[src/rtl/seq_det_ctrl_pkg.sv]
// -----------------------------------------------------------------------------
// seq_det_ctrl_pkg
// Shared definitions for the serial sequence-detector sequencer.
//   state_t       : sequencer FSM states (2-bit encoding)
//   DEFAULT_WIDTH : default word width in bits
//   last_index    : helper returning the index of the final shifted bit
// -----------------------------------------------------------------------------
package seq_det_ctrl_pkg;

  typedef enum logic [1:0] {
    IDLE  = 2'd0,
    SHIFT = 2'd1,
    DONE  = 2'd2
  } state_t;

  localparam int DEFAULT_WIDTH = 8;

  // Index of the last bit shifted out of a word of the given width.
  function automatic int last_index(input int width);
    return width - 1;
  endfunction

endpackage

[src/rtl/seq_det_ctrl.sv]
// -----------------------------------------------------------------------------
// seq_det_ctrl
// Sequencer for an external serial Mealy sequence detector. A parallel word is
// accepted over in_valid/in_ready, shifted MSB-first into the detector one bit
// per clock, and the detector's output is recorded per bit into a hit mask that
// is returned over out_valid/out_ready. The detector is held in reset whenever
// no word is being shifted, so each word is scanned from the detector's initial
// state and nothing carries across word boundaries.
//
// Optional feature macro: SEQ_DET_HIT_COUNT_EN
//   defined     -> out_count port present, counts ones in out_hits
//   not defined -> out_count port and counter absent
//
// Ports
//   clk        in   1      clock, rising edge
//   rst        in   1      asynchronous reset, active low
//   in_valid   in   1      word available on in_data
//   in_ready   out  1      sequencer can accept a word (registered)
//   in_data    in   WIDTH  word to scan, sampled only on accept
//   det_din    out  1      serial bit to the detector (registered)
//   det_rst    out  1      detector reset, active high (registered)
//   det_dout   in   1      detector Mealy output for the current det_din
//   out_valid  out  1      result available (registered)
//   out_ready  in   1      consumer takes the result
//   out_hits   out  WIDTH  out_hits[WIDTH-1-i] = detector output for bit i
//   out_count  out  CNT_W  number of ones in out_hits (feature macro only)
// -----------------------------------------------------------------------------
module seq_det_ctrl
  import seq_det_ctrl_pkg::*;
#(
  parameter  int WIDTH = DEFAULT_WIDTH,
  localparam int CNT_W = $clog2(WIDTH + 1)
) (
  input  logic             clk,
  input  logic             rst,
  input  logic             in_valid,
  output logic             in_ready,
  input  logic [WIDTH-1:0] in_data,
  output logic             det_din,
  output logic             det_rst,
  input  logic             det_dout,
  output logic             out_valid,
  input  logic             out_ready,
  output logic [WIDTH-1:0] out_hits
`ifdef SEQ_DET_HIT_COUNT_EN
  ,
  output logic [CNT_W-1:0] out_count
`endif
);

  localparam logic [CNT_W-1:0] LAST_IDX = CNT_W'(last_index(WIDTH));
  localparam logic [CNT_W-1:0] CNT_ONE  = {{(CNT_W-1){1'b0}}, 1'b1};

  state_t           state_r;
  logic [WIDTH-1:0] shreg_r;
  logic [CNT_W-1:0] idx_r;
  logic [WIDTH-1:0] hits_r;
  logic             in_ready_r;
  logic             det_rst_r;
  logic             det_din_r;
  logic             out_valid_r;

  // FSM, shift datapath and all handshake/detector outputs, registered together
  always_ff @(posedge clk or negedge rst) begin
    if (!rst) begin
      state_r     <= IDLE;
      shreg_r     <= '0;
      idx_r       <= '0;
      hits_r      <= '0;
      in_ready_r  <= 1'b1;
      det_rst_r   <= 1'b1;
      det_din_r   <= 1'b0;
      out_valid_r <= 1'b0;
    end else begin
      case (state_r)
        IDLE: begin
          if (in_valid) begin
            // in_ready_r is always 1 in IDLE, so in_valid alone is the accept.
            // det_rst drops on this edge so the detector leaves reset exactly
            // when the first bit is presented.
            state_r    <= SHIFT;
            shreg_r    <= in_data;
            idx_r      <= '0;
            hits_r     <= '0;
            in_ready_r <= 1'b0;
            det_rst_r  <= 1'b0;
            det_din_r  <= in_data[WIDTH-1];
          end
        end
        SHIFT: begin
          // det_dout belongs to the bit currently on det_din.
          hits_r  <= {hits_r[WIDTH-2:0], det_dout};
          shreg_r <= shreg_r << 1;
          idx_r   <= idx_r + CNT_ONE;
          if (idx_r == LAST_IDX) begin
            state_r     <= DONE;
            det_rst_r   <= 1'b1;
            det_din_r   <= 1'b0;
            out_valid_r <= 1'b1;
          end else begin
            // Pre-load the next bit so det_din is a clean register output.
            det_din_r <= shreg_r[WIDTH-2];
          end
        end
        DONE: begin
          if (out_ready) begin
            state_r     <= IDLE;
            out_valid_r <= 1'b0;
            in_ready_r  <= 1'b1;
          end
        end
        default: begin
          state_r     <= IDLE;
          in_ready_r  <= 1'b1;
          det_rst_r   <= 1'b1;
          det_din_r   <= 1'b0;
          out_valid_r <= 1'b0;
        end
      endcase
    end
  end

  assign in_ready  = in_ready_r;
  assign det_rst   = det_rst_r;
  assign det_din   = det_din_r;
  assign out_valid = out_valid_r;
  assign out_hits  = hits_r;

`ifdef SEQ_DET_HIT_COUNT_EN
  logic [CNT_W-1:0] count_r;

  // Hit counter: cleared on accept, incremented for every hit while shifting
  always_ff @(posedge clk or negedge rst) begin
    if (!rst) begin
      count_r <= '0;
    end else if ((state_r == IDLE) && in_valid) begin
      count_r <= '0;
    end else if ((state_r == SHIFT) && det_dout) begin
      // At most WIDTH increments per word, which CNT_W always holds.
      count_r <= count_r + CNT_ONE;
    end
  end

  assign out_count = count_r;
`endif

endmodule
[config.mk]
export PLATFORM = sky130hd
export DESIGN_NAME = seq_det_ctrl
export DESIGN_NICKNAME = d
export VERILOG_FILES = /design/src/rtl/seq_det_ctrl_pkg.sv /design/src/rtl/seq_det_ctrl.sv
export SDC_FILE = /design/constraint.sdc
export NUM_CORES = 1
export LEC_CHECK = 0
export ABC_AREA = 1
export BUFFER_PORTS_ARGS = -buffer_cell sky130_fd_sc_hd__buf_2
export CORE_ASPECT_RATIO = 1.2
export CORE_MARGIN = 10
export CORE_UTILIZATION = 50
export CTS_BUF_LIST = sky130_fd_sc_hd__clkbuf_4 sky130_fd_sc_hd__clkbuf_8
export DETAILED_ROUTE_END_ITERATION = 10
export PLACE_DENSITY = 0.84
export SYNTH_ARGS = -nofsm -noshare
export SYNTH_HDL_FRONTEND = slang
export SYNTH_SLANG_ARGS = --single-unit
[constraint.sdc]
create_clock -name clk -period 1.3 [get_ports clk]
set_clock_uncertainty 0.15 [all_clocks]
set_input_delay 0.39 -clock clk [delete_from_list [all_inputs] [get_ports clk]]
set_output_delay 0.39 -clock clk [all_outputs]
set_load 0.1 [all_outputs]
==> results of run 1 <==
[flip-flops by register name, indices dropped and copies added, names as in the netlist]
signal	flops
det_din	1
det_rst	1
idx_r	4
in_ready	1
out_hits	8
out_valid	1
shreg_r	7
state_r	2
[timing repair]
item,in CTS,in global routing
setup buffers,10,3
endpoints found under the setup margin,26,35
pin swaps,6,17
gates resized for setup,14,56
endpoints found under the hold margin,23,0
hold buffers,1,0
gates cloned,1,1
[synthesized netlist by cell type]
| library cell | n |
|---|---|
| nor2_1 | 4 |
| o21ai_2 | 5 |
| ha_1 | 1 |
| nor2_4 | 1 |
| a21oi_1 | 1 |
| nand3b_1 | 1 |
| o21a_1 | 1 |
| nand2_4 | 2 |
| buf_6 | 3 |
| nand2_1 | 64 |
| nand2_2 | 1 |
| a21oi_2 | 1 |
| inv_1 | 11 |
| nand3_1 | 3 |
| buf_4 | 1 |
| dfstp_2 | 2 |
| inv_4 | 1 |
| o21ai_0 | 10 |
| dfrtp_1 | 23 |
| inv_2 | 1 |
| nor2_2 | 1 |
[logic make-up (layout without fill, tap and decap cells)]
family | after synthesis | after routing | synth area share [%]
AOI/OAI and AO/OA | 18 | 18 | 9.82
adders and majority gates | 1 | 1 | 1.07
buffers and inverters | 17 | 63 | 7.90
DFF | 25 | 25 | 53.6
and+or+nand+nor | 77 | 77 | 27.6
[path summary, 6_finish.rpt]
kind                          endpoint  slack, ns
min                        out_hits[0]       0.09
min in group asynchronous   state_r[1]       0.36
min reg2reg                 shreg_r[6]       0.40
max                           in_ready      -0.41
max reg2reg                out_hits[2]      -0.08
max in group asynchronous     in_ready       0.43
[metrics by stage]
stage	cell area [um^2]	utilization [%]
2_1_floorplan	1190	-
3_3_place_gp	1560	69.1
3_5_place_dp	1560	69.1
4_1_cts	1750	77.5
5_1_grt	1940	86.1
6_report	1940	86.1
[cell type report]
cell class / instances / share of cell area [%]
inverter: 13 / 3.28
tap: 31 / 1.99
timing repair inverter: 1 / 0.579
timing repair buffer: 45 / 27.8
multi-input combinational: 96 / 31.5
clock buffer: 3 / 1.16
sequential: 25 / 33.5
clock inverter: 1 / 0.257
[metal layers]
metal | track usage (%) | vias to the layer above | wire (um)
met5 | 0 | - | 0
met4 | 5.00 | 0 | 94
met3 | 5.99 | 10 | 265
met2 | 23.5 | 37 | 1970
met1 | 13.9 | 536 | 1280
li1 | - | 517 | -
[cell usage in the layout, fill, tap and decap left out, drive strengths merged]
cell	Yosys	final
nor2	6	6
o21a	1	1
nand3b	1	1
nand2	67	67
nand3	3	3
clkinv	0	2
clkbuf	0	3
ha	1	1
dfrtp	23	23
a21oi	2	2
dlygate4sd3	0	1
dfstp	2	2
inv	13	13
buf	4	44
o21ai	15	15
==> run_results.csv, run 1 <==
group,metric,value,unit
run_status,status,"finished, violations left",
run_status,violations,"negative setup slack",
clock_network,tritoncts,"yes",
min_path,min_path_cells,3,
layout,multi_input_area,612,um^2
floorplanning,die_w,64.2,um
global_route,grtUsageTotal,13.4,%
routing,vias_per_cell,5.12,
min_path,hp-class,"primary input to flop",
floorplanning,die_h,73.0,um
sta,rsz0062_at_grt,"true",
routing,route.detailed.drc,0,
sta,post-route-min-period,1.71,ns
layout,layout.nets,199,
global_route,overflow,0,
floorplanning,initial_core_util,51.9,%
routing,firstDrtPassIters,7,
global_route,antenna_found_initial,0,
worst_setup_path,r2r_cells,5,
global_route,grt_max_degree,26,
worst_setup_path,cp-end-kind,"primary output",
sta,max_freq,586,MHz
layout,seqCellArea,651,um^2
layout,n_fill_cell,117,
yosys,avgSynthCellArea,8.50,um^2
worst_setup_path,r2r-start,"state_r[1]",
worst_setup_path,worst-path-buf-inv,1,
sta,tns,-3.91,ns
worst_setup_path,worstSetupPathDepth,1,
worst_setup_path,crit_family,"flip-flops",
routing,wire_per_inst,16.8,um
sta,fin_hold_ws,0.0907,ns
floorplanning,coreArea,0.00226,mm^2
placed_design,dp_hpwl,1960,um
floorplanning,die-area,0.00469,mm^2
placed_design,place.port_buffers,24,
yosys,synth_area,0.00117,mm^2
placed_design,dp_cells,195,
global_route,grt_pass1_vias,1166,
sta,fin_ws,-0.406,ns
clock_network,htree_num_levels,1,
routing,wl,3610,um
job,maxCapViolCount,0,
yosys,synth_fp_nets,152,
yosys,ys_top_cells_by_area,"dfrtp_1, nand2_1, dfstp_2",
clock_network,cts_num_sinks,25,
sta,worstMarginPinSlew,0.282,ns
floorplanning,fp-row-count,19,
sta,max-slew-margin-rel,81.1,%
sta,fin_crit_sh,131,%
routing,final_antenna_net_count,0,
global_route,grt_pass1_wl,5140,um
floorplanning,num_io_pins,25,
clock_network,numCtsBuffers,3,
worst_setup_path,start_kind,"flop",
sta,hold_viol_final,0,
layout,final_cells,215,
worst_setup_path,path_max_fanout,2,
layout,area_growth,65.8,%
routing,drt_iter0_markers,39,
yosys,synth_top_area_share,49.1,%
sta,final-setup-viol-count,33,
routing,vias,1100,
worst_setup_path,cp.required,0.76,ns
yosys,synth-seq-area-share,53.6,%
worst_setup_path,worstSetupPathType,"flop to primary output",
yosys,synth_warnings,0,
worst_setup_path,worstPathArrival,1.17,ns
clock_network,clk_path_buf_depth,2,
min_path,min_from,"det_dout",
placed_design,dp_worst_setup_slack,-0.0246,ns
worst_setup_path,critPathSlowestCell,"dfstp_4",
yosys,synth_cell_type_count,21,
placed_design,routabilityCongestion,0.758,
yosys,synth_cells,138,
layout,antennaDiodeCount,0,
clock_network,clk_pin_slew,0.14,ns
worst_setup_path,path_cells,"buf_12",
yosys,synth_seq_cells,25,
clock_network,cts_root_buf,"clkbuf_4",
layout,drive_above_1_share,63.0,%
sta,slew_violations,0,
worst_setup_path,crit_start,"in_ready",
yosys,yosys.area.top_type,"dfrtp_1",
clock_network,clk_latency,0.34,ns
worst_setup_path,slowest_delay,0.66,ns
Power of run 1 is left out: the tool's default activity adds up to more than one toggle a clock period on the data nets, which glitch-free logic cannot reach.
==> run 2, diff against run 1 <==
==> constraint.sdc (replaced) <==
create_clock -name clk -period 1.3 [get_ports clk]
set_clock_uncertainty 0.15 [all_clocks]
set_input_delay 0.13 -clock clk [delete_from_list [all_inputs] [get_ports clk]]
set_output_delay 0.13 -clock clk [all_outputs]
set_load 0.1 [all_outputs]
==> run 2 against run 1 <==
Compared with the run above:
- the flow finishes with violations (negative hold slack, negative setup slack)
- highest routed layer unchanged
- critical path depth unchanged
- hold slack worse by 0.095 ns
- register-to-register slack better by 0.06 ns
- non-clock buffer count down 2
- clock-buffer cell count up 1
- via count down 6.7%
- die area unchanged
- sequential share of layout area up 4.0 points
- cell count down 1.4%
- critical endpoint unchanged
- cell area down 12%
==> run_results.csv, run 2 (synthesized netlist as in run 1, its figures left out) <==
group,metric,value,unit
global_route,grt_pass1_wl,4920,um
worst_setup_path,critPathSlowestCell,"dfstp_2",
routing,vias,1026,
routing,vias_per_cell,4.84,
worst_setup_path,worstSetupPathType,"flop to primary output",
worst_setup_path,worst-path-buf-inv,1,
sta,max_freq,730,MHz
routing,route.detailed.drc,0,
floorplanning,die-area,0.00469,mm^2
layout,final_cell_mix,"nand2_1, buf_12, dfrtp_1, buf_2",
global_route,antenna_found_initial,0,
layout,final_common_cell,"nand2_1",
placed_design,dp_worst_setup_slack,0.00304,ns
clock_network,clk_pin_slew,0.13,ns
routing,drt_iter0_markers,25,
layout,area_growth,46.3,%
routing,wl,2880,um
layout,drive_above_1_share,36.5,%
placed_design,dp_hpwl,1920,um
sta,fin_crit_sh,105,%
clock_network,numCtsBuffers,3,
floorplanning,initial_core_util,51.9,%
global_route,grt_max_degree,26,
layout,antennaDiodeCount,0,
layout,largest_reg_flops,8,
sta,post-route-min-period,1.37,ns
clock_network,cts_num_sinks,25,
clock_network,clk_path_buf_depth,2,
sta,slew_violations,0,
global_route,grtUsageTotal,13.2,%
floorplanning,die_h,73.0,um
routing,final_antenna_net_count,0,
floorplanning,die_w,64.2,um
routing,firstDrtPassIters,4,
job,maxCapViolCount,0,
sta,fin_hold_ws,-0.00408,ns
sta,rsz0062_at_grt,"true",
clock_network,clk_latency,0.32,ns
floorplanning,fp-row-count,19,
floorplanning,num_io_pins,25,
placed_design,place.port_buffers,24,
sta,max-slew-margin-rel,63.7,%
global_route,grt_pass1_vias,1098,
worst_setup_path,slowest_delay,0.58,ns
run_status,violations,"negative hold slack, negative setup slack",
worst_setup_path,worstPathArrival,1.09,ns
min_path,hp-class,"primary input to flop",
sta,fin_ws,-0.0698,ns
run_status,status,"finished, violations left",
worst_setup_path,path_max_fanout,2,
routing,wire_per_inst,13.6,um
clock_network,htree_num_levels,1,
clock_network,cts_root_buf,"clkbuf_4",
worst_setup_path,cp-end-kind,"primary output",
worst_setup_path,start_kind,"flop",
sta,worstMarginPinSlew,0.544,ns
worst_setup_path,cp.required,1.02,ns
sta,hold_viol_final,1,
global_route,overflow,0,
clock_network,tritoncts,"yes",
sta,final-setup-viol-count,5,
worst_setup_path,path_cells,"buf_12",
layout,layout.nets,196,
floorplanning,coreArea,0.00226,mm^2
worst_setup_path,r2r_slack,-0.02,ns
worst_setup_path,crit_family,"flip-flops",
placed_design,routabilityCongestion,0.761,
==> run 2: cell types whose count changed in the layout (fill, tap and decap cells not counted), sizes merged <==
cell / before / now
clkbuf: 3 / 4
clkinv: 2 / 0
buf: 44 / 33
dlygate4sd3: 1 / 10
==> run 2: layout make-up <==
| type | instances | area, um^2 |
|---|---|---|
| timing repair buffer | 43 | 484 |
| inverter | 13 | 53.8 |
| fill | 152 | 543 |
| clock buffer | 4 | 30.0 |
| tap | 31 | 38.8 |
| multi-input combinational | 96 | 467 |
| sequential | 25 | 642 |
==> run 2: worst min-delay path: cells and delay by family <==
| family | cells | cell delay, ns |
|---|---|---|
| compound gates | 1 | 0.10 |
| buf+inv | 1 | 0.08 |
| simple gates | 1 | 0.14 |
==> run 2: per-layer routing <==
| metal | wire (um) | GRT usage [%] | vias to the layer above |
|---|---|---|---|
| met2 | 1450 | 22.8 | 26 |
| met1 | 1150 | 13.3 | 483 |
| met5 | 0 | 0 | - |
| met3 | 192 | 4.61 | 8 |
| li1 | - | - | 509 |
| met4 | 89 | 8.10 | 0 |
==> run 2: final timing paths <==
| path | from | endpoint | depth (start not counted) |
|---|---|---|---|
| worst max-delay path | in_ready | in_ready | 1 |
| worst min-delay path | out_ready | state_r[1] | 3 |
| worst max register to register | state_r[1] | shreg_r[4] | 6 |
| worst min register to register | shreg_r[0] | shreg_r[0] | 2 |
| max in group asynchronous | rst | out_hits[5] | 2 |
| min in group asynchronous | rst | shreg_r[2] | 2 |
==> run 2: metrics by stage <==
stage | utilization (%) | cells | TNS [ns] | hold WS [ns] | instance area [um^2]
2_1_floorplan | - | 138 | 0 | -0.316 | 1180
3_3_place_gp | 67.5 | 193 | 0 | -0.00915 | 1520
3_5_place_dp | 67.5 | 193 | 0 | -0.00395 | 1520
4_1_cts | 74.7 | 211 | -0.148 | 0.00220 | 1690
5_1_grt | 76.0 | 212 | -0.765 | 0.0289 | 1720
6_report | 76.0 | 212 | -0.175 | -0.00408 | 1720
==> run 2: timing repair <==
| action | CTS | global route |
|---|---|---|
| resized for setup | 2 | 8 |
| setup buffers | 4 | 1 |
| hold buffers | 10 | 0 |
| setup endpoints to repair | 13 | 24 |
| hold endpoints to repair | 34 | 0 |
| pin swaps | 3 | 1 |
Power of run 2 is left out for the same reason.
==> run 3, diff against run 2 <==
Settings changed: ABC_AREA 1 to default.
==> run 3 against run 2 <==
Compared with the run above:
- the run ends with negative setup slack left
- area after synthesis fell by 3.3%
- highest routed layer unchanged
- worst setup slack got worse by 0.063 ns
- largest cell class unchanged
- cell area up 2.8%
- hold slack improved by 0.16 ns
- register-to-register slack barely moved
- die area is 2.4% lower
- via count decreased by 11%
- flip-flop and latch count unchanged
- first-iteration DRC count rose by 32%
==> run_results.csv, run 3 <==
group,metric,value,unit
worst_setup_path,r2r-start,"state_r[1]",
sta,worstMarginPinSlew,0.545,ns
worst_setup_path,critPathSlowestCell,"dfstp_4",
yosys,synth_warnings,0,
yosys,synth-async-reset-ratio,100,%
routing,vias_per_cell,5.30,
worst_setup_path,start_kind,"flop",
worst_setup_path,r2r_slack,-0.02,ns
yosys,yosys.area.top_type,"dfrtp_1",
global_route,grt_pass1_vias,1026,
placed_design,routabilityCongestion,0.781,
yosys,synth_seq_cells,25,
yosys,ys_top_cells_by_area,"dfrtp_1, a22o_1, mux2i_1",
yosys,avgSynthCellArea,11.8,um^2
layout,multi_input_area,465,um^2
sta,hold_viol_final,0,
layout,final_util,83.3,%
worst_setup_path,r2r_end,"out_hits[2]",
clock_network,clk_latency,0.33,ns
layout,final_cell_mix,"buf_12, dfrtp_1, dlygate4sd3_1, buf_2, nand2_1",
routing,route.detailed.drc,0,
sta,max_freq,698,MHz
sta,fin_ws,-0.132,ns
yosys,synth_common_cells,"dfrtp_1, nand2_1, a22o_1, o21ai_0, mux2i_1",
floorplanning,die-area,0.00458,mm^2
floorplanning,die_w,63.5,um
placed_design,dp_hpwl,1850,um
routing,drt_iter0_markers,33,
sta,final-setup-viol-count,13,
floorplanning,coreArea,0.00212,mm^2
clock_network,tritoncts,"yes",
worst_setup_path,worst-path-buf-inv,1,
yosys,yosysMostFrequentCell,"dfrtp_1",
worst_setup_path,worstSetupPathDepth,1,
job,maxCapViolCount,0,
worst_setup_path,path_cells,"buf_12",
sta,rsz0062_at_grt,"true",
global_route,grt_max_degree,26,
global_route,antenna_found_initial,0,
yosys,synth-seq-area-share,55.4,%
global_route,grtUsageTotal,12.8,%
worst_setup_path,worstSetupPathType,"flop to primary output",
layout,drive_above_1_share,43.4,%
layout,seqCellArea,644,um^2
routing,wl,2900,um
layout,final_common_cell,"buf_12",
run_status,status,"finished, violations left",
worst_setup_path,cp.required,1.02,ns
floorplanning,die_h,72.2,um
layout,layout.nets,158,
worst_setup_path,slowest_delay,0.65,ns
worst_setup_path,cp-end-kind,"primary output",
sta,fin_crit_sh,110,%
worst_setup_path,crit_family,"flip-flops",
yosys,synth_edf_count,0,
run_status,violations,"negative setup slack",
routing,vias,917,
worst_setup_path,crit_start,"in_ready",
clock_network,htree_num_levels,1,
yosys,synth_top_area_share,50.8,%
sta,fin_hold_ws,0.152,ns
floorplanning,initial_core_util,53.5,%
floorplanning,num_io_pins,25,
worst_setup_path,worstSetupEndpoint,"in_ready",
floorplanning,fp-row-count,18,
yosys,synth-main-ff-cell,"dfrtp_1",
min_path,hp-class,"primary input to async pin",
worst_setup_path,worstPathArrival,1.15,ns
routing,final_antenna_net_count,0,
routing,firstDrtPassIters,3,
yosys,synth_fp_nets,110,
placed_design,place.port_buffers,24,
layout,antennaDiodeCount,0,
sta,post-route-min-period,1.43,ns
yosys,synth_cells,96,
yosys,synth_cell_type_count,25,
clock_network,cts_root_buf,"clkbuf_4",
global_route,overflow,0,
worst_setup_path,path_max_fanout,2,
layout,n_fill_cell,131,
clock_network,cts_num_sinks,25,
clock_network,clk_path_buf_depth,2,
global_route,grt_pass1_wl,4750,um
clock_network,numCtsBuffers,3,
layout,largest_reg_flops,8,
yosys,synth_area,0.00113,mm^2
routing,wire_per_inst,16.8,um
sta,slew_violations,0,
sta,max-slew-margin-rel,63.7,%
worst_setup_path,r2r_cells,3,
layout,area_growth,55.6,%
clock_network,clk_pin_slew,0.14,ns
run 3: changes by cell type after synthesis, sizes merged, moves of 2 or more:
| cell | delta |
|---|---|
| inv | -11 |
| buf | +2 |
| nand2 | -55 |
| nor3b | +2 |
| mux2i | +7 |
| nand2b | +2 |
| o21ai | -2 |
| o22ai | +2 |
| nand3 | -2 |
| a22o | +9 |
run 3: repair_timing:
item / in CTS / in global routing
hold endpoints to repair: 37 / 0
pin swaps: 0 / 13
setup endpoints to repair: 7 / 17
resized for setup: 1 / 19
hold buffers: 12 / 0
cloned: 0 / 2
buffers inserted: 3 / 1
run 3: kinds of logic after synthesis:
group,synth area share [%]
adders and majority gates,1.10
and+or+nand+nor,12.7
buffers and inverters,6.95
muxes,6.18
DFF,55.4
AOI/OAI and AO/OA,17.7
run 3: final cells by class:
| type | instances | area share (%) |
|---|---|---|
| multi-input cells | 63 | 26.4 |
| well taps | 30 | 2.13 |
| repair buffers | 49 | 32.8 |
| flip-flops and latches | 25 | 36.5 |
| inverters | 2 | 0.426 |
| clock buffers | 4 | 1.70 |
run 3: routing by layer:
| metal | GRT usage, % | share of wire [%] | up-vias |
|---|---|---|---|
| met2 | 22.1 | 51 | 20 |
| met5 | 0 | 0 | - |
| li1 | - | - | 437 |
| met3 | 4.76 | 5.8 | 6 |
| met1 | 13.1 | 41 | 454 |
| met4 | 6.81 | 2.4 | 0 |
run 3: worst min-delay path by stage:
| stage | slack (ns) | from | end | cells after the start |
|---|---|---|---|---|
| 6_report | 0.15 | rst | shreg_r[1] | 2 |
| 5_1_grt | 0.18 | rst | shreg_r[1] | 2 |
| 4_1_cts | 0.17 | rst | shreg_r[1] | 2 |
| 3_5_place_dp | -0.007 | rst | shreg_r[4] | 1 |
| 3_3_place_gp | -0.02 | rst | shreg_r[4] | 1 |
| 2_1_floorplan | -0.32 | rst | det_din | 0 |
run 3: per-stage QoR:
stage | cell area, um^2 | setup WS [ns] | std cells | TNS [ns]
after detailed placement | 1490 | -0.0157 | 151 | -0.0243
final | 1760 | -0.132 | 173 | -0.356
after global placement | 1490 | 0.0422 | 151 | 0
after floorplan | 1150 | -0.00149 | 96 | -0.00303
after CTS | 1670 | -0.130 | 170 | -0.197
after global routing | 1760 | -0.166 | 173 | -1.08
Power of run 3 is left out for the same reason.
